<file path="src/rtl/point_out_serializer_if.sv">
// Bus between the point output serializer and its consumer: the captured result
// and done flag coming in, the nibble-serial valid/ready stream going out.
interface point_out_serializer_if #(
    parameter int SIZE  = 32,
    parameter int NIB_W = 4
);
    logic             i_done;
    logic [SIZE-1:0]  i_x;
    logic [SIZE-1:0]  i_y;
    logic             i_ready;
    logic             o_valid;
    logic [NIB_W-1:0] o_x_nib;
    logic [NIB_W-1:0] o_y_nib;
    logic             o_last;
    logic             o_busy;
    logic             o_finished;

    // master: the serializer, which sources the nibble stream
    modport master (
        input  i_done, i_x, i_y, i_ready,
        output o_valid, o_x_nib, o_y_nib, o_last, o_busy, o_finished
    );

    // slave: controller plus downstream sink
    modport slave (
        output i_done, i_x, i_y, i_ready,
        input  o_valid, o_x_nib, o_y_nib, o_last, o_busy, o_finished
    );
endinterface

</file>
<file path="src/rtl/point_out_serializer.sv">
// Captures the final (kPx, kPy) on the controller's done flag and streams both
// coordinates out LSB nibble first over a valid/ready handshake.
module point_out_serializer #(
    parameter int SIZE  = 32,
    parameter int NIB_W = 4
) (
    input  logic                   i_clk,
    input  logic                   i_rst,
    point_out_serializer_if.master bus
);
    // SIZE must be a multiple of NIB_W; NIB_CNT is derived only.
    localparam int NIB_CNT = SIZE / NIB_W;
    localparam int CNT_W   = (NIB_CNT > 1) ? $clog2(NIB_CNT) : 1;
    localparam logic [CNT_W-1:0] LAST_CNT = CNT_W'(NIB_CNT - 1);
    localparam logic [CNT_W-1:0] PRE_LAST = CNT_W'(NIB_CNT - 2);

    typedef enum logic [1:0] {
        ST_IDLE,
        ST_SEND,
        ST_DONE
    } state_t;

    state_t          r_state;
    logic [SIZE-1:0] r_x_sh;
    logic [SIZE-1:0] r_y_sh;
    logic [CNT_W-1:0] r_cnt;
    logic            r_valid;
    logic            r_last;
    logic            r_busy;
    logic            r_finished;

    logic w_hs;
    assign w_hs = r_valid & bus.i_ready;

    // NOTE: every register here, shift registers included, is async-reset so no
    // half-sent beat survives a reset; all state uses non-blocking assignment.
    always_ff @(posedge i_clk or negedge i_rst) begin
        if (!i_rst) begin
            r_state    <= ST_IDLE;
            r_x_sh     <= '0;
            r_y_sh     <= '0;
            r_cnt      <= '0;
            r_valid    <= 1'b0;
            r_last     <= 1'b0;
            r_busy     <= 1'b0;
            r_finished <= 1'b0;
        end else begin
            case (r_state)
                ST_IDLE: begin
                    if (bus.i_done) begin
                        r_x_sh  <= bus.i_x;
                        r_y_sh  <= bus.i_y;
                        r_cnt   <= '0;
                        r_valid <= 1'b1;
                        r_busy  <= 1'b1;
                        r_last  <= (NIB_CNT == 1);
                        r_state <= ST_SEND;
                    end
                end

                ST_SEND: begin
                    if (w_hs) begin
                        r_x_sh <= r_x_sh >> NIB_W;
                        r_y_sh <= r_y_sh >> NIB_W;
                        if (r_cnt == LAST_CNT) begin
                            r_cnt      <= '0;
                            r_valid    <= 1'b0;
                            r_busy     <= 1'b0;
                            r_last     <= 1'b0;
                            r_finished <= 1'b1;
                            r_state    <= ST_DONE;
                        end else begin
                            r_cnt  <= r_cnt + CNT_W'(1);
                            r_last <= (r_cnt == PRE_LAST);
                        end
                    end
                end

                // Held done flag parks here; only a low done rearms.
                ST_DONE: begin
                    if (!bus.i_done) begin
                        r_finished <= 1'b0;
                        r_state    <= ST_IDLE;
                    end
                end

                default: begin
                    r_valid    <= 1'b0;
                    r_busy     <= 1'b0;
                    r_last     <= 1'b0;
                    r_finished <= 1'b0;
                    r_state    <= ST_IDLE;
                end
            endcase
        end
    end

    // Shift registers have drained to zero outside SEND, so nibbles read 0 there.
    assign bus.o_valid    = r_valid;
    assign bus.o_x_nib    = r_x_sh[NIB_W-1:0];
    assign bus.o_y_nib    = r_y_sh[NIB_W-1:0];
    assign bus.o_last     = r_last;
    assign bus.o_busy     = r_busy;
    assign bus.o_finished = r_finished;
endmodule

</file>
<file path="src/flat_wrapper.sv">
// flat-port wrapper written by rule: the top's interface ports become plain ports
module point_out_serializer_flat 
#(
    parameter int SIZE  = 32,
    parameter int NIB_W = 4
)
  (i_clk, i_rst, bus_i_done, bus_i_x, bus_i_y, bus_i_ready, bus_o_valid, bus_o_x_nib, bus_o_y_nib, bus_o_last, bus_o_busy, bus_o_finished);
  point_out_serializer_if #(.SIZE(SIZE), .NIB_W(NIB_W)) bus_i ();
  input  logic i_clk;
  input  logic i_rst;
  input wire logic [$bits(bus_i.i_done)-1:0] bus_i_done;
  input wire logic [$bits(bus_i.i_x)-1:0] bus_i_x;
  input wire logic [$bits(bus_i.i_y)-1:0] bus_i_y;
  input wire logic [$bits(bus_i.i_ready)-1:0] bus_i_ready;
  output wire logic [$bits(bus_i.o_valid)-1:0] bus_o_valid;
  output wire logic [$bits(bus_i.o_x_nib)-1:0] bus_o_x_nib;
  output wire logic [$bits(bus_i.o_y_nib)-1:0] bus_o_y_nib;
  output wire logic [$bits(bus_i.o_last)-1:0] bus_o_last;
  output wire logic [$bits(bus_i.o_busy)-1:0] bus_o_busy;
  output wire logic [$bits(bus_i.o_finished)-1:0] bus_o_finished;
  assign bus_i.i_done = bus_i_done;
  assign bus_i.i_x = bus_i_x;
  assign bus_i.i_y = bus_i_y;
  assign bus_i.i_ready = bus_i_ready;
  assign bus_o_valid = bus_i.o_valid;
  assign bus_o_x_nib = bus_i.o_x_nib;
  assign bus_o_y_nib = bus_i.o_y_nib;
  assign bus_o_last = bus_i.o_last;
  assign bus_o_busy = bus_i.o_busy;
  assign bus_o_finished = bus_i.o_finished;
  point_out_serializer #(.SIZE(SIZE), .NIB_W(NIB_W)) u_core (.i_clk(i_clk), .i_rst(i_rst), .bus(bus_i));
endmodule
</file>
<file path="config.mk">
export PLATFORM = sky130hd
export DESIGN_NAME = point_out_serializer_flat
export DESIGN_NICKNAME = d
export VERILOG_FILES = /design/src/rtl/point_out_serializer_if.sv /design/src/rtl/point_out_serializer.sv /design/src/flat_wrapper.sv
export SDC_FILE = /design/constraint.sdc
export NUM_CORES = 1
export LEC_CHECK = 0
export ABC_CLOCK_PERIOD_IN_PS = 4000
export CORE_AREA = 5 5 98 109
export DETAILED_ROUTE_END_ITERATION = 10
export DIE_AREA = 0 0 103 114
export SLEW_MARGIN = 20
export SYNTH_ARGS = -nofsm -noshare
export SYNTH_HDL_FRONTEND = slang
export SYNTH_SLANG_ARGS = --single-unit
</file>
<file path="constraint.sdc">
create_clock -name i_clk -period 4 [get_ports i_clk]
set_input_delay 0.4 -clock i_clk [delete_from_list [all_inputs] [get_ports i_clk]]
set_output_delay 0.4 -clock i_clk [all_outputs]
set_load 0.01 [all_outputs]
</file>
After elaboration in Yosys (flattened, before gate mapping)

Index checks and enable logic that the tools add are counted.
W data, S select, Z words.

Equal/unequal tests: 8
Bitwise operators: 3
Mux-type cells: 27
$add $sub $neg: 1
Reduce and logical (&&, ||, !) cells: 7

Operators with widths:

| kind                  | count |
|---|---|
| $mux W32              | 4 |
| $pmux W32 S2          | 2 |
| $reduce_and A4 Y1     | 3 |
| $mux W1               | 9 |
| $mux W3               | 3 |
| $pmux W1 S3           | 3 |
| $mux W2               | 4 |
| $eq A3 B3 Y1 const B  | 2 |
| $pmux W2 S3           | 1 |
| $pmux W3 S2           | 1 |
| $reduce_and A3 Y1     | 2 |
| $ne A2 B1 Y1 const B  | 2 |
| $ne A2 B2 Y1 const B  | 2 |
| $add A3 B1 Y3 const B | 1 |
| $eq A2 B1 Y1 const B  | 1 |
| $eq A2 B2 Y1 const B  | 1 |
| $logic_not A2 Y1      | 1 |
| $not A1 Y1            | 2 |
| $reduce_bool A2 Y1    | 1 |
| $and A1 B1 Y1         | 1 |

Flip-flop bits (word level): 72
Output and inout bits: 12
Word-level logic and storage cells: 53
Bits of input ports: 68

Depth between registers and ports, before layout

Depth after elaboration: 4
Depth in mapped cells: 5

Worst setup path before layout

Ideal clock, no wire load.

Path type: reg2reg
Start point: register u_core.r_state[0]
End point: register u_core.r_cnt[0]
Arrival time: 1,483 ps
Data required time: 3,875 ps
Period minus slack after synthesis: 1,608 ps
Path slack: 2,392 ps
Cell stages (with the launch flop): 6
Cells stage by stage: dfrtp_1 > nor3b_2 > a31o_2 > buf_6 > buf_6 > mux2_4

Longest elaborated chain between the ends: 3
Elaborated cells on any way between the ends: 7
Classes of those cells: eq/ne (3); mux (1); reduce/logical (3)

RTL lines:

| item                                             | RTL line                   | RTL |
|---|---|---|
| from (decl)                                      | point_out_serializer.sv:23 | `state_t r_state;` |
| from (signal assigned)                           | point_out_serializer.sv:39 | `r_state <= ST_IDLE;` |
| from (signal assigned)                           | point_out_serializer.sv:57 | `r_state <= ST_SEND;` |
| from (signal assigned)                           | point_out_serializer.sv:71 | `r_state <= ST_DONE;` |
| $eq A2 B1 Y1 or $logic_not A2 Y1 (tied branches) | point_out_serializer.sv:48 | `case (r_state)` |
| $ne A2 B1 Y1 (no line) (tied with other cells)   | --                         |  |
| $reduce_and A3 Y1 (no line)                      | --                         |  |
| to (signal assigned)                             | point_out_serializer.sv:73 | `r_cnt <= r_cnt + CNT_W'(1);` |
| to (decl)                                        | point_out_serializer.sv:26 | `logic [CNT_W-1:0] r_cnt;` |

Several ways; a longest one is shown, not always the timed one.
A chain may end at the register's enable or synchronous reset.

Worst setup path in the final report

Start point: input port bus_i_done
End point: register u_core.r_y_sh[18]

Longest elaborated chain between the ends: 2

RTL lines:

| item                        | RTL line                   | RTL |
|---|---|---|
| from (decl)                 | flat_wrapper.sv:11         | `input wire logic [$bits(bus_i.i_done)-1:0] bus_i_done;` |
| $ne A2 B2 Y1 (no line)      | --                         |  |
| $reduce_and A3 Y1 (no line) | --                         |  |
| to (signal assigned)        | point_out_serializer.sv:52 | `r_y_sh <= bus.i_y;` |
| to (signal assigned)        | point_out_serializer.sv:64 | `r_y_sh <= r_y_sh >> NIB_W;` |
| to (decl)                   | point_out_serializer.sv:25 | `logic [SIZE-1:0] r_y_sh;` |

Every way passes these cells.

==> metrics.md <==
| Metric | Value |
|---|---|
| Layout fillers | 884 |
| Core ar. | between 9000 and 10000 sq um |
| Max Clock Freq | 433.7 MHz |
| # clock sinks | 72 |
| Setup CP Type | in -> reg |
| WHS | 166.0 ps |
| Sequential share of power | between 40% and 50% |
| # port buffers | 79 |
| Layout area overhead | 27.21% |
| CTS buffer count | 9 |
| Final period util | just under 60% |
| First-pass DRT Iterations | 4 |
| Internal power | roughly 1200 uW |
| Initial Utilization | 38.21% |
| YS warnings | 0 |
| PostCTS Resize Cnt | 0 |
| Cell family contributing the most delay on the critical path | compound AO/OA/AOI/OAI gates |
| CP required | 4230 ps |
| H-tree levels | 3 |
| Min cycle time layout | 2306 ps |
| Hold/Removal Path Class | in -> async |
| Cts hold-fix bufs | 0 |
| Syn Area/Cell | approximately 15 sq um |
| Worst Max-Slew Pin Slew | 991.5 ps |
| Skew final | 5.303 ps |
| Critical Path End Type | register |
| CTS tree | built |
| Worst-path clk slew | ~70 ps |
| Post-CTS Setup Bufs | 0 |
| Buf+Inv Stages, Crit Path | 2 |
| Placer Congestion | 0.7203 |
| GRT Overall Usage | about an eighth |
| Synth cell types | 26 |
| Die W | 103 um |
| Slew Viols, Final | 0 |
| Clock power share | 40.1% |
| Setup TNS | 0 ps |
| I/O pins | 80 |
| Sw frac | 21.08% |
| Crit start category | primary input |
| Die height | 114 um |
| Row count | 38 |
| Die Footprint | 11740 sq um |
| Final hold violations | 0 |
| Share of post-route cells with drive strength above 1 | 33.85% |
| Peak VDD IR | 0.0001314 V |
| Largest net degree at the start of global routing | 73 |
| Max-slew headroom | 33.90% |
| Vias | 2141 |
| Hpwl dp | 4779 um |
| Total grt overflow | 0 |
| # setup viols final | 0 |
| Routed length per instance | 16.36 um |
| Initial antenna violation count | 0 |
| Drt total wl | 7230 um |
| Cell count after synthesis | 248 |
| Clock root buffer | clkbuf_8 |
| Clk_lat worst skew | between 300 and 400 ps |
| RSZ-0062 raised after global routing | no |
| Routed Antenna Nets | 0 |
| Maximum root-to-sink buffer count | 2 |
| Crit-path max FO | 57 |
| Post-synthesis sequential area ratio | 49.10% |
| Total of max-cap violations | 0 |
| Status | finished clean |
| Synth Cell Area | 3670 sq um |
| Leak | approximately 0.0021 uW |
| FF+latch count, synth | 72 |
| Logic gate share of total power | 9.9% |
| Cell area power density | between 300 and 400 nW/um^2 |
| CP Cell Sequence | clkdlybuf4s50_1 > nor3b_2 > buf_4 > a31o_4 > mux2_2 |
| DRC | 0 |
| Slowest CP cell | a31o_4 |
| Net count reported at finish | 388 |
| 1st-iter DRT viols | 69 |
| Sw power | 327.7 uW |
| WP data arrival | around 2500 ps |
| Via density | 4.844 |
| Global-route wire length before repair | 11620 um |
| ANT cells | 0 |
| Largest stage delay, worst path | slightly below 800 ps |
| Vias in the first global route | 2315 |
| Synth Net Count | 319 |
==> Yosys cell counts, drive strengths merged <==
cell type	count	area, sq um
a21oi	2	10.01
a31oi	1	21.27
a31o	1	8.760
dfrtp	72	1802
nand2b	1	6.260
a21o	1	7.510
nor3	2	10.01
clkbuf	1	3.750
a22o	8	70.07
o21bai	1	7.510
nor2b	2	15.02
mux2	114	1396
nand3	2	10.01
nand2	5	18.77
inv	3	11.26
ha	3	37.54
o21ai	3	15.01
nor3b	1	12.51
o2bb2ai	2	17.52
and3	1	6.260
buf	22	182.7
==> logic make-up (layout without fill, tap and decap cells) <==
| logic type | Yosys count | count (layout) | synth area share, % |
|---|---|---|---|
| AO/OA/AOI/OAI | 19 | 19 | 4.296 |
| AND/OR/NAND/NOR | 14 | 14 | 2.148 |
| buffers and inverters | 26 | 100 | 5.387 |
| adder cells (fa/ha/maj) | 3 | 3 | 1.023 |
| multiplexers | 114 | 114 | 38.05 |
| flip-flops | 72 | 72 | 49.10 |
==> layout make-up <==
| class | count | area, sq um | area share (%) |
|---|---|---|---|
| clock inverter | 2 | 35.03 | 0.7505 |
| multi-input combinational | 150 | 1684 | 36.08 |
| tap | 120 | 150.1 | 3.216 |
| timing repair buffer | 81 | 803.3 | 17.21 |
| sequential | 72 | 1802 | 38.60 |
| inverter | 3 | 11.26 | 0.2412 |
| clock buffer | 14 | 182.7 | 3.913 |
==> worst reg2reg max path: cells and delay by family (launching register included) <==
kind / cells / cell delay (ps)
compound gates: 1 / 780
flops: 1 / 460
mux: 1 / 440
buf+inv: 1 / 220
simple gates: 1 / 200
==> through the flow <==
step / instance area, sq um / total power, uW / setup slack [ps] / cells / util, %
final: 4668 / 1554 / 1694 / 442 / 48.61
after global placement: 4451 / 946.4 / 1340 / 426 / 46.34
after global routing: 4668 / 1618 / 1587 / 442 / 48.61
after CTS: 4668 / 1582 / 1703 / 442 / 48.61
after detailed placement: 4451 / 948.7 / 1315 / 426 / 46.34
after floorplan: 3670 / 850.2 / 2392 / 248 / -
==> power by group through the flow <==
stage	combinational, uW	sequential, uW	clock, uW
floorplan	65.9	784	0
global placement	156	790	0
detailed placement	158	791	0
CTS	159	777	647
global route	169	781	668
finish	155	776	623
==> cells in the final DEF, fill, tap and decap left out, drive strengths merged <==
| cell type | count |
|---|---|
| nor2b | 2 |
| nor3 | 2 |
| o21ai | 3 |
| ha | 3 |
| o2bb2ai | 2 |
| clkinv | 1 |
| nand2 | 5 |
| and3 | 1 |
| a21oi | 2 |
| bufinv | 1 |
| clkbuf | 14 |
| nor3b | 1 |
| nand3 | 2 |
| nand2b | 1 |
| clkdlybuf4s50 | 78 |
| mux2 | 114 |
| a21o | 1 |
| a31o | 1 |
| inv | 3 |
| a22o | 8 |
| o21bai | 1 |
| a31oi | 1 |
| dfrtp | 72 |
| buf | 3 |
==> flip-flops by register name, indices dropped and copies added (netlist names) <==
name                   cells
u_core.r_x_sh             32
u_core.r_y_sh             32
u_core.r_cnt               3
u_core.r_state             2
u_core.bus.o_finished      1
u_core.bus.o_last          1
u_core.bus.o_valid         1
==> routing by layer <==
metal  global-route usage, %  vias up  share of wire [%]
li1                        -     1026                  -
met1                   17.73     1057                 47
met2                   19.38       48                 46
met3                   2.263       10                4.4
met4                   8.031        0                2.3
met5                       0        -                  0
==> path summary, 6_finish.rpt <==
| path | depth (start not counted) | slack, ps | from | to |
|---|---|---|---|---|
| max | 5 | 1690 | bus_i_done | u_core.r_y_sh[18] |
| min | 1 | 170 | i_rst | u_core.r_x_sh[22] |
| max reg2reg | 4 | 1790 | u_core.r_state[0] | u_core.r_y_sh[18] |
| min reg2reg | 1 | 510 | u_core.r_x_sh[31] | u_core.r_x_sh[31] |
| max in group asynchronous | 1 | 3200 | i_rst | u_core.r_cnt[1] |
| min in group i_clk | 1 | 510 | u_core.r_x_sh[31] | u_core.r_x_sh[31] |
No activity file was read; power rests on OpenSTA's default activity.
